==> config.mk <==
export PLATFORM = sky130hd
export DESIGN_NAME = wallace_mult_arbiter
export DESIGN_NICKNAME = d
export VERILOG_FILES = /design/src/rtl/wtm_pkg.sv /design/src/rtl/rr_pick.sv /design/src/rtl/wallace_mult_arbiter.sv
export SDC_FILE = /design/constraint.sdc
export NUM_CORES = 1
export LEC_CHECK = 0
export ABC_AREA = 1
export CAP_MARGIN = 10
export CORE_UTILIZATION = 46
export CTS_BUF_LIST = sky130_fd_sc_hd__clkbuf_8
export DETAILED_ROUTE_END_ITERATION = 8
export PLACE_DENSITY_LB_ADDON = 0.25
export SETUP_SLACK_MARGIN = 0.02
export SYNTH_ARGS = -nofsm -noshare
export SYNTH_HDL_FRONTEND = slang
export SYNTH_SLANG_ARGS = --single-unit
==> constraint.sdc <==
create_clock -name clk -period 3.6 [get_ports clk]
set_input_delay 0.36 -clock clk [delete_from_list [all_inputs] [get_ports clk]]
set_output_delay 0.36 -clock clk [all_outputs]
set_load 0.02 [all_outputs]
==> src/rtl/wtm_pkg.sv <==
`default_nettype none
// +----------------------------------------------------------------------+
// | Module : wtm_pkg                                                     |
// | Brief  : Shared state encoding, default width and clog2 helper.      |
// | Rev    : 1.0                                                         |
// +----------------------------------------------------------------------+
package wtm_pkg;

    localparam int DEFAULT_W = 8;

    typedef logic [1:0] state_t;
    localparam state_t ST_IDLE   = 2'd0;
    localparam state_t ST_SETTLE = 2'd1;
    localparam state_t ST_RESP   = 2'd2;

    function automatic int wtm_clog2(input int n);
        int r;
        int v;
        r = 0;
        v = n - 1;
        while (v > 0) begin
            r = r + 1;
            v = v >> 1;
        end
        return r;
    endfunction

endpackage
`default_nettype wire

==> src/rtl/rr_pick.sv <==
`default_nettype none
// +----------------------------------------------------------------------+
// | Module : rr_pick                                                     |
// | Brief  : Combinational round-robin picker: first set request at or   |
// |          after the pointer, wrapping past the top index.             |
// | Rev    : 1.0                                                         |
// +----------------------------------------------------------------------+
module rr_pick
    import wtm_pkg::*;
#(
    parameter int N_REQ = 4,
    parameter int IDX_W = 2
) (
    input  logic [N_REQ-1:0] i_req,
    input  logic [IDX_W-1:0] i_ptr,
    output logic [N_REQ-1:0] o_win_onehot,
    output logic [IDX_W-1:0] o_win_idx,
    output logic             o_any
);

    int w_j;

    // Scan offsets from highest to lowest so the nearest hit to the pointer wins.
    always_comb begin
        o_win_idx = '0;
        w_j       = 0;
        for (int k = N_REQ - 1; k >= 0; k--) begin
            w_j = int'(i_ptr) + k;
            if (w_j >= N_REQ) begin
                w_j = w_j - N_REQ;
            end
            if (i_req[w_j]) begin
                o_win_idx = IDX_W'(w_j);
            end
        end
    end

    assign o_any        = |i_req;
    assign o_win_onehot = o_any ? (N_REQ'(1) << o_win_idx) : '0;

endmodule
`default_nettype wire

==> src/rtl/wallace_mult_arbiter.sv <==
`default_nettype none
// +----------------------------------------------------------------------+
// | Module : wallace_mult_arbiter                                        |
// | Brief  : Round-robin sharing of one external combinational multiplier|
// |          among N_REQ requesters, with valid/ack product return.      |
// | Rev    : 1.0                                                         |
// +----------------------------------------------------------------------+
module wallace_mult_arbiter
    import wtm_pkg::*;
#(
    parameter int N_REQ         = 4,
    parameter int W             = DEFAULT_W,
    parameter int SETTLE_CYCLES = 2,
    parameter int ID_W          = wtm_clog2(N_REQ)
) (
    input  logic                 clk,
    input  logic                 rst,
    input  logic [N_REQ-1:0]     req,
    input  logic [N_REQ*W-1:0]   a_in,
    input  logic [N_REQ*W-1:0]   b_in,
    output logic [N_REQ-1:0]     gnt,
    output logic [2*W-1:0]       prod_out,
    output logic [ID_W-1:0]      prod_id,
    output logic                 prod_valid,
    input  logic                 prod_ack,
    output logic [W-1:0]         mul_a,
    output logic [W-1:0]         mul_b,
    input  logic [2*W-1:0]       mul_p
);

    localparam int CNT_W = (SETTLE_CYCLES > 1) ? wtm_clog2(SETTLE_CYCLES) : 1;

    state_t             r_state_q, w_state_d;
    logic [CNT_W-1:0]   r_cnt_q, w_cnt_d;
    logic [ID_W-1:0]    r_ptr_q, w_ptr_d;
    logic [N_REQ-1:0]   r_gnt_q, w_gnt_d;
    logic [2*W-1:0]     r_prod_out_q, w_prod_out_d;
    logic [ID_W-1:0]    r_prod_id_q, w_prod_id_d;
    logic               r_prod_valid_q, w_prod_valid_d;
    logic [W-1:0]       r_mul_a_q, w_mul_a_d;
    logic [W-1:0]       r_mul_b_q, w_mul_b_d;

    logic [N_REQ-1:0]   w_pick_onehot;
    logic [ID_W-1:0]    w_pick_idx;
    logic               w_pick_any;

    rr_pick #(
        .N_REQ (N_REQ),
        .IDX_W (ID_W)
    ) u_rr_pick (
        .i_req        (req),
        .i_ptr        (r_ptr_q),
        .o_win_onehot (w_pick_onehot),
        .o_win_idx    (w_pick_idx),
        .o_any        (w_pick_any)
    );

    always_comb begin
        w_state_d      = r_state_q;
        w_cnt_d        = r_cnt_q;
        w_ptr_d        = r_ptr_q;
        w_gnt_d        = '0;
        w_prod_out_d   = r_prod_out_q;
        w_prod_id_d    = r_prod_id_q;
        w_prod_valid_d = r_prod_valid_q;
        w_mul_a_d      = r_mul_a_q;
        w_mul_b_d      = r_mul_b_q;
        case (r_state_q)
            ST_IDLE: begin
                if (w_pick_any) begin
                    w_mul_a_d   = a_in[int'(w_pick_idx)*W +: W];
                    w_mul_b_d   = b_in[int'(w_pick_idx)*W +: W];
                    w_gnt_d     = w_pick_onehot;
                    w_prod_id_d = w_pick_idx;
                    w_cnt_d     = CNT_W'(SETTLE_CYCLES - 1);
                    w_state_d   = ST_SETTLE;
                end
            end
            ST_SETTLE: begin
                // Operands have been stable on the multiplier for SETTLE_CYCLES edges at capture.
                if (r_cnt_q != '0) begin
                    w_cnt_d = r_cnt_q - CNT_W'(1);
                end else begin
                    w_prod_out_d   = mul_p;
                    w_prod_valid_d = 1'b1;
                    w_state_d      = ST_RESP;
                end
            end
            ST_RESP: begin
                if (prod_ack) begin
                    w_prod_valid_d = 1'b0;
                    w_ptr_d        = (r_prod_id_q == ID_W'(N_REQ - 1)) ? '0
                                                                       : r_prod_id_q + ID_W'(1);
                    w_state_d      = ST_IDLE;
                end
            end
            default: begin
                w_state_d = ST_IDLE;
            end
        endcase
    end

    always_ff @(posedge clk) begin
        if (rst) begin
            r_state_q      <= ST_IDLE;
            r_cnt_q        <= '0;
            r_ptr_q        <= '0;
            r_gnt_q        <= '0;
            r_prod_out_q   <= '0;
            r_prod_id_q    <= '0;
            r_prod_valid_q <= 1'b0;
            r_mul_a_q      <= '0;
            r_mul_b_q      <= '0;
        end else begin
            r_state_q      <= w_state_d;
            r_cnt_q        <= w_cnt_d;
            r_ptr_q        <= w_ptr_d;
            r_gnt_q        <= w_gnt_d;
            r_prod_out_q   <= w_prod_out_d;
            r_prod_id_q    <= w_prod_id_d;
            r_prod_valid_q <= w_prod_valid_d;
            r_mul_a_q      <= w_mul_a_d;
            r_mul_b_q      <= w_mul_b_d;
        end
    end

    assign gnt        = r_gnt_q;
    assign prod_out   = r_prod_out_q;
    assign prod_id    = r_prod_id_q;
    assign prod_valid = r_prod_valid_q;
    assign mul_a      = r_mul_a_q;
    assign mul_b      = r_mul_b_q;

endmodule
`default_nettype wire

-- After elaboration in Yosys (flattened, before gate mapping)
Cells that the tools add are included.
- flip-flop bits (word level): 44
- bits of input ports: 87
- bits in writable memories: 0
- output and inout port bits: 39
- word-level logic and storage cells: 80
- ROM bits: 0
- memories: 0
- bits in latches: 0
- eq/ne operators: 6
- mux-type cells: 31
- $mul: 0
- bitwise gates (word level): 3
- reductions and logical operators: 11
- add/subtract/negate cells: 9
- shifts and indexed selects: 3
- div/mod/pow operators: 0
- magnitude comparators: 8
- operator list (cell ; number):
    32-bit by 4-bit < comparator with 1-bit output, second input constant ; 4
    32-bit two-way mux ; 4
    32-bit by 4-bit greater-or-equal comparator with 1-bit output, second input constant ; 3
    32-bit by 4-bit subtractor with 32-bit output, second input constant ; 3
    32-bit by 6-bit indexed part select with 8-bit output ; 2
    2-bit two-way mux ; 8
    1-bit two-way mux ; 12
    1-bit binary-select mux with 2-bit select ; 4
    2-bit AND reduction ; 4
    2-bit by 2-bit adder with 3-bit output, second input constant ; 2
    2-bit case mux with 3 select lines ; 1
    3-bit AND reduction ; 2
    2-bit equality test, second input constant ; 2
    2-bit != test, second input constant ; 2
    1-bit case mux with 2 select lines ; 2
    2-bit nonzero test ; 2
    4-bit OR reduction ; 1
    1-bit by 2-bit left shift with 4-bit output, first input constant ; 1
    2-bit by 3-bit subtractor with 4-bit output, second input constant ; 1
    2-bit by 1-bit adder with 3-bit output, second input constant ; 1
    2-bit by 3-bit greater-or-equal comparator with 1-bit output, second input constant ; 1
    1-bit NOT ; 3
    3-bit OR reduction ; 1
    2-bit by 1-bit adder with 2-bit output, second input constant ; 1
    other kinds (4) ; 4

-- Longest topological paths before layout
- word-level depth: 11
- gate-level depth with buffers: 16
- gate-level depth less buffers: 14

-- Modules after synthesis
From an unflattened synthesis, not the netlist that was laid out.
- cells, all modules: 412
- area total of the unflattened synthesis: 2487.4 sq um
- modules (own cells, without submodules) (module ; times used ; cells an instance ; area each (sq um) ; seq. area each (sq um)):
    wallace_mult_arbiter ; 1 ; 365 ; 2279.7 ; 880.8
    rr_pick ; 1 ; 47 ; 207.7 ; 0.0

-- Worst setup path before layout
No wires, ideal clock.
- kind: reg-to-reg
- start point: reg r_ptr_q[0]
- end point: reg r_mul_b_q[6], in the netlist mul_b[6]
- setup time: 0.109 ns
- setup slack: 2.039 ns
- buffers on the path: 2
- data arrival time: 1.452 ns
- clock period less this slack: 1.561 ns
- cell stages (with the launch flop): 15
- required time: 3.491 ns
- path through: dfxtp_1 -> buf_6 -> inv_4 -> nand2_2 -> nor2_1 -> nor2_2 -> nand3_1 -> nand2_1 -> nand2_2 -> buf_2 -> nand3_1 -> nand3_1 -> nand3_1 -> nand2_1 -> inv_1
- cells in the longest elaborated chain, start to end: 11
- elaborated cells between the ends (all ways): 32
- those cells by class: add/sub (7); order compare (4); shift (1); mux (20)
- ends and longest elaborated chain (what ; line ; source):
    start: declaration ; wallace_mult_arbiter.sv:35 ; logic [ID_W-1:0] r_ptr_q, w_ptr_d;
    start signal: assignment ; wallace_mult_arbiter.sv:117 ; r_ptr_q <= w_ptr_d;
    2-bit by 2-bit adder with 3-bit output ; rr_pick.sv:28 ; w_j = int'(i_ptr) + k;
    32-bit by 4-bit subtractor with 32-bit output / 32-bit by 4-bit greater-or-equal comparator with 1-bit output (equally long branches) ; rr_pick.sv:30, rr_pick.sv:29 ;
    32-bit two-way mux ; rr_pick.sv:29 ; if (w_j >= N_REQ) begin
    1-bit binary-select mux with 2-bit select ; rr_pick.sv:32 ; if (i_req[w_j]) begin
    1-bit two-way mux (implied by the code) (2 in a row) ; rr_pick.sv:32 ;
    2-bit two-way mux (3 in a row) ; rr_pick.sv:32 ;
    2-bit two-way mux (*) ; rr_pick.sv:32 ;
    32-bit by 6-bit indexed part select with 8-bit output (*) ; wallace_mult_arbiter.sv:72 ; w_mul_b_d = b_in[int'(w_pick_idx)*W +: W];
    end signal: assignment ; wallace_mult_arbiter.sv:123 ; r_mul_b_q <= w_mul_b_d;
    end: declaration ; wallace_mult_arbiter.sv:41 ; logic [W-1:0] r_mul_b_q, w_mul_b_d;
Every way passes the cells marked *; elsewhere a longest branch is shown, timed or not. The select of a mux whose other input is x is not followed.
A chain may end at the register's enable or synchronous reset.

-- Worst setup path after layout
- start point: in req[3]
- end point: reg r_mul_a_q[0], in the netlist mul_a[0]
- cells in the longest elaborated chain, start to end: 8
- elaborated cells between the ends (all ways): 19
- those cells by class: shift (1); mux (16); reduce/logical (2)
- ends and longest elaborated chain (what ; line ; source):
    start: declaration ; wallace_mult_arbiter.sv:18 ; input logic [N_REQ-1:0] req,
    1-bit binary-select mux with 2-bit select ; rr_pick.sv:32 ;
    1-bit two-way mux (implied by the code) (2 in a row) ; rr_pick.sv:32 ;
    2-bit two-way mux (4 in a row) ; rr_pick.sv:32 ;
    32-bit by 6-bit indexed part select with 8-bit output ; wallace_mult_arbiter.sv:71 ; w_mul_a_d = a_in[int'(w_pick_idx)*W +: W];
    end signal: assignment ; wallace_mult_arbiter.sv:122 ; r_mul_a_q <= w_mul_a_d;
    end: declaration ; wallace_mult_arbiter.sv:40 ; logic [W-1:0] r_mul_a_q, w_mul_a_d;
Several ways; a longest one is shown, not always the timed one. The select of a mux whose other input is x is not followed.

==> impl_metrics.ini <==
[outcome]
status = finished clean

[clocking]
ctsHoldBuffers = 0
clock_sinks = 44
cts_setup_buffers = 0
htreeDepth = 2
numCtsBuffers = 5
post_cts_resized = 0
clkTransAtPathRegs_ns = 0.08
cts_tree = done
cts_root_buf = clkbuf_8
cts_buffer_depth = 2
insertion_delay_ns = 0.30

[synthesis]
synth_area_per_cell_um2 = 6.03
syn_nets = 522
netlist.area_leader.share = 0.336
syn_inst = 434
ys.warnings.count = 0
synth_area_leaders = dfxtp_1 34%, nand3_1 19%, nand2_1 13%
yosysTopAreaCell = dfxtp_1
synth-seq-area-share = 0.336
ys_ff_latch = 44
ys_types = 23
syn_area_um2 = 2620

[floorplan]
pin_count = 126
dieArea_um2 = 6000
num_rows = 27
die_w_um = 77.5
start_util = 0.476
die_h_um = 77.5
core_um2 = 5510

[route]
drt_pass1_iterations = 4
num_vias = 3005
via_per_inst = 4.85
drc = 0
first_iter_violations = 133
wirelength_mm = 6.93
ant_nets = 0
wl_per_cell_um = 11.2

[critical_path]
crit_slowest_cell = nand2_4
critPathTopFamily = simple AND/OR/NAND/NOR gates
critPathLaunchType = primary input
cp_max_fo = 35
path_buf_inv = 3
arrival_ns = 2.78
path_cells = clkdlybuf4s50_1 -> inv_2 -> nand2_1 -> nand3_1 -> nand2_1 -> nand3_1 -> nand3_2 -> nand2_4 -> nand2_1 -> nand3_1 -> nand3_1 -> nand2_1 -> inv_1
crit_required_ns = 3.80
worstSetupPathType = primary input to flip-flop
endpoint_kind = flip-flop
max_stage_delay_ns = 0.56

[sta]
finalSetupViolations = 0
finalHoldViolations = 0
fin_skew_ns = 0.00455
relSlewSlack = 0.501
timing.fmax_mhz = 388
whs_ns = 0.460
fin_ws_ns = 1.02
period_share = 0.716
worstMarginPinSlew_ns = 0.747
rsz0062_at_grt = no
final-max-slew-violation-count = 0
period_needed_ns = 2.58
final.setup.tns_ns = 0

[pwr]
vdd_ir_drop_max_uv = 233
p_total_mw = 1.52
p_per_area_nw_per_um2 = 383
p_leak_nw = 1.96

[global_routing]
grt_use_met2 = 0.440
grtUsageMet3 = 0.0588
grt-ovfl-total = 0
grt_use_met1 = 0.277
grt-busiest-layer = met2
grt_pass1_wl_mm = 11.8
grt_use_total = 0.242
antenna_found_initial = 0
grt_pass1_vias = 2786
grt_max_degree = 36

[worst_hold_path]
min-delay-path-class = flip-flop to flip-flop

[place]
numPortBuffers = 125
dp_slack_ns = 0.739
place_congestion = 0.869
hpwl_mm = 5.14

[final_layout]
syn_to_final_growth_pct = 51.3
nNetsFinal = 635
n_fill_cell = 478
mostFrequentLayoutCells = 125 x clkdlybuf4s50_1, 102 x nand3_1, 90 x nand2_1
diodes = 0
drive_above_1_share = 0.0493
final_common_cell = clkdlybuf4s50_1

[run]
cap_violations = 0
## metal layers
| metal | routed length [um] | vias to the layer above | part of all wire |
|---|---|---|---|
| met5 | 0 | - | 0 |
| met4 | 150 | 0 | 0.022 |
| met3 | 434 | 13 | 0.063 |
| met2 | 3410 | 101 | 0.49 |
| met1 | 2930 | 1335 | 0.42 |
| li1 | - | 1556 | - |
## Yosys cell counts
library cell,number
dfxtp_1,44
nor2_1,42
buf_6,4
nand2_4,1
buf_4,1
clkbuf_1,10
a21oi_1,23
nand3_2,2
o21ai_0,3
ha_1,1
nor2_2,1
nand2_1,90
a21boi_4,1
nand2_2,4
buf_2,7
clkinv_1,1
o211ai_1,1
nor3_2,1
inv_4,1
inv_2,5
nand3_1,102
nor4_1,1
inv_1,88
## flip-flops by register name (all words and copies together), names as in the netlist
register,cells
mul_b,8
mul_a,8
prod_valid,1
r_ptr_q,2
r_state_q,2
gnt,4
prod_out,16
prod_id,2
r_cnt_q,1
## layout make-up
cell class,instances,area [um^2],share of cell area
clock inverter,2,15.0,0.00379
inverter,95,359,0.0907
sequential,44,881,0.222
multi-input combinational,273,1260,0.318
timing repair buffer,128,1270,0.322
clock buffer,6,82.6,0.0208
tap,72,90.1,0.0227
## power breakdown
part | switching, mW | internal [mW] | leakage, nW
logic | 0.329 | 0.282 | 1.55
clock network | 0.170 | 0.155 | 0.0434
registers | 0.0358 | 0.546 | 0.362
total | 0.535 | 0.984 | 1.96
## final timing paths
check | start | endpoint | slack [ns] | cells after the start
max reg2reg | r_ptr_q[0] | mul_a[0] | 1.04 | 11
min reg2reg | prod_out[9] | prod_out[9] | 0.46 | 2
max | req[3] | mul_a[0] | 1.02 | 13
min | prod_out[9] | prod_out[9] | 0.46 | 2
## kinds of logic after synthesis
group                      count (synthesis)  share of synthesized area
AOI/OAI and AO/OA                         28                     0.0597
adders and majority gates                  1                    0.00478
buffers and inverters                    117                      0.185
DFF                                       44                      0.336
and+or+nand+nor                          244                      0.414
## tightest hold or removal path, stage by stage (launching register included)
cell	delay [ns]
dfxtp_1	0.31
nand2_1	0.06
a21oi_1	0.05
## through the flow
step	cells	cell area (um^2)	util
CTS	620	3960	0.719
global route	620	3960	0.719
global placement	612	3860	0.702
floorplan	434	2620	-
detailed placement	612	3860	0.702
finish	620	3960	0.719
Power figures use the tool's default switching activity.
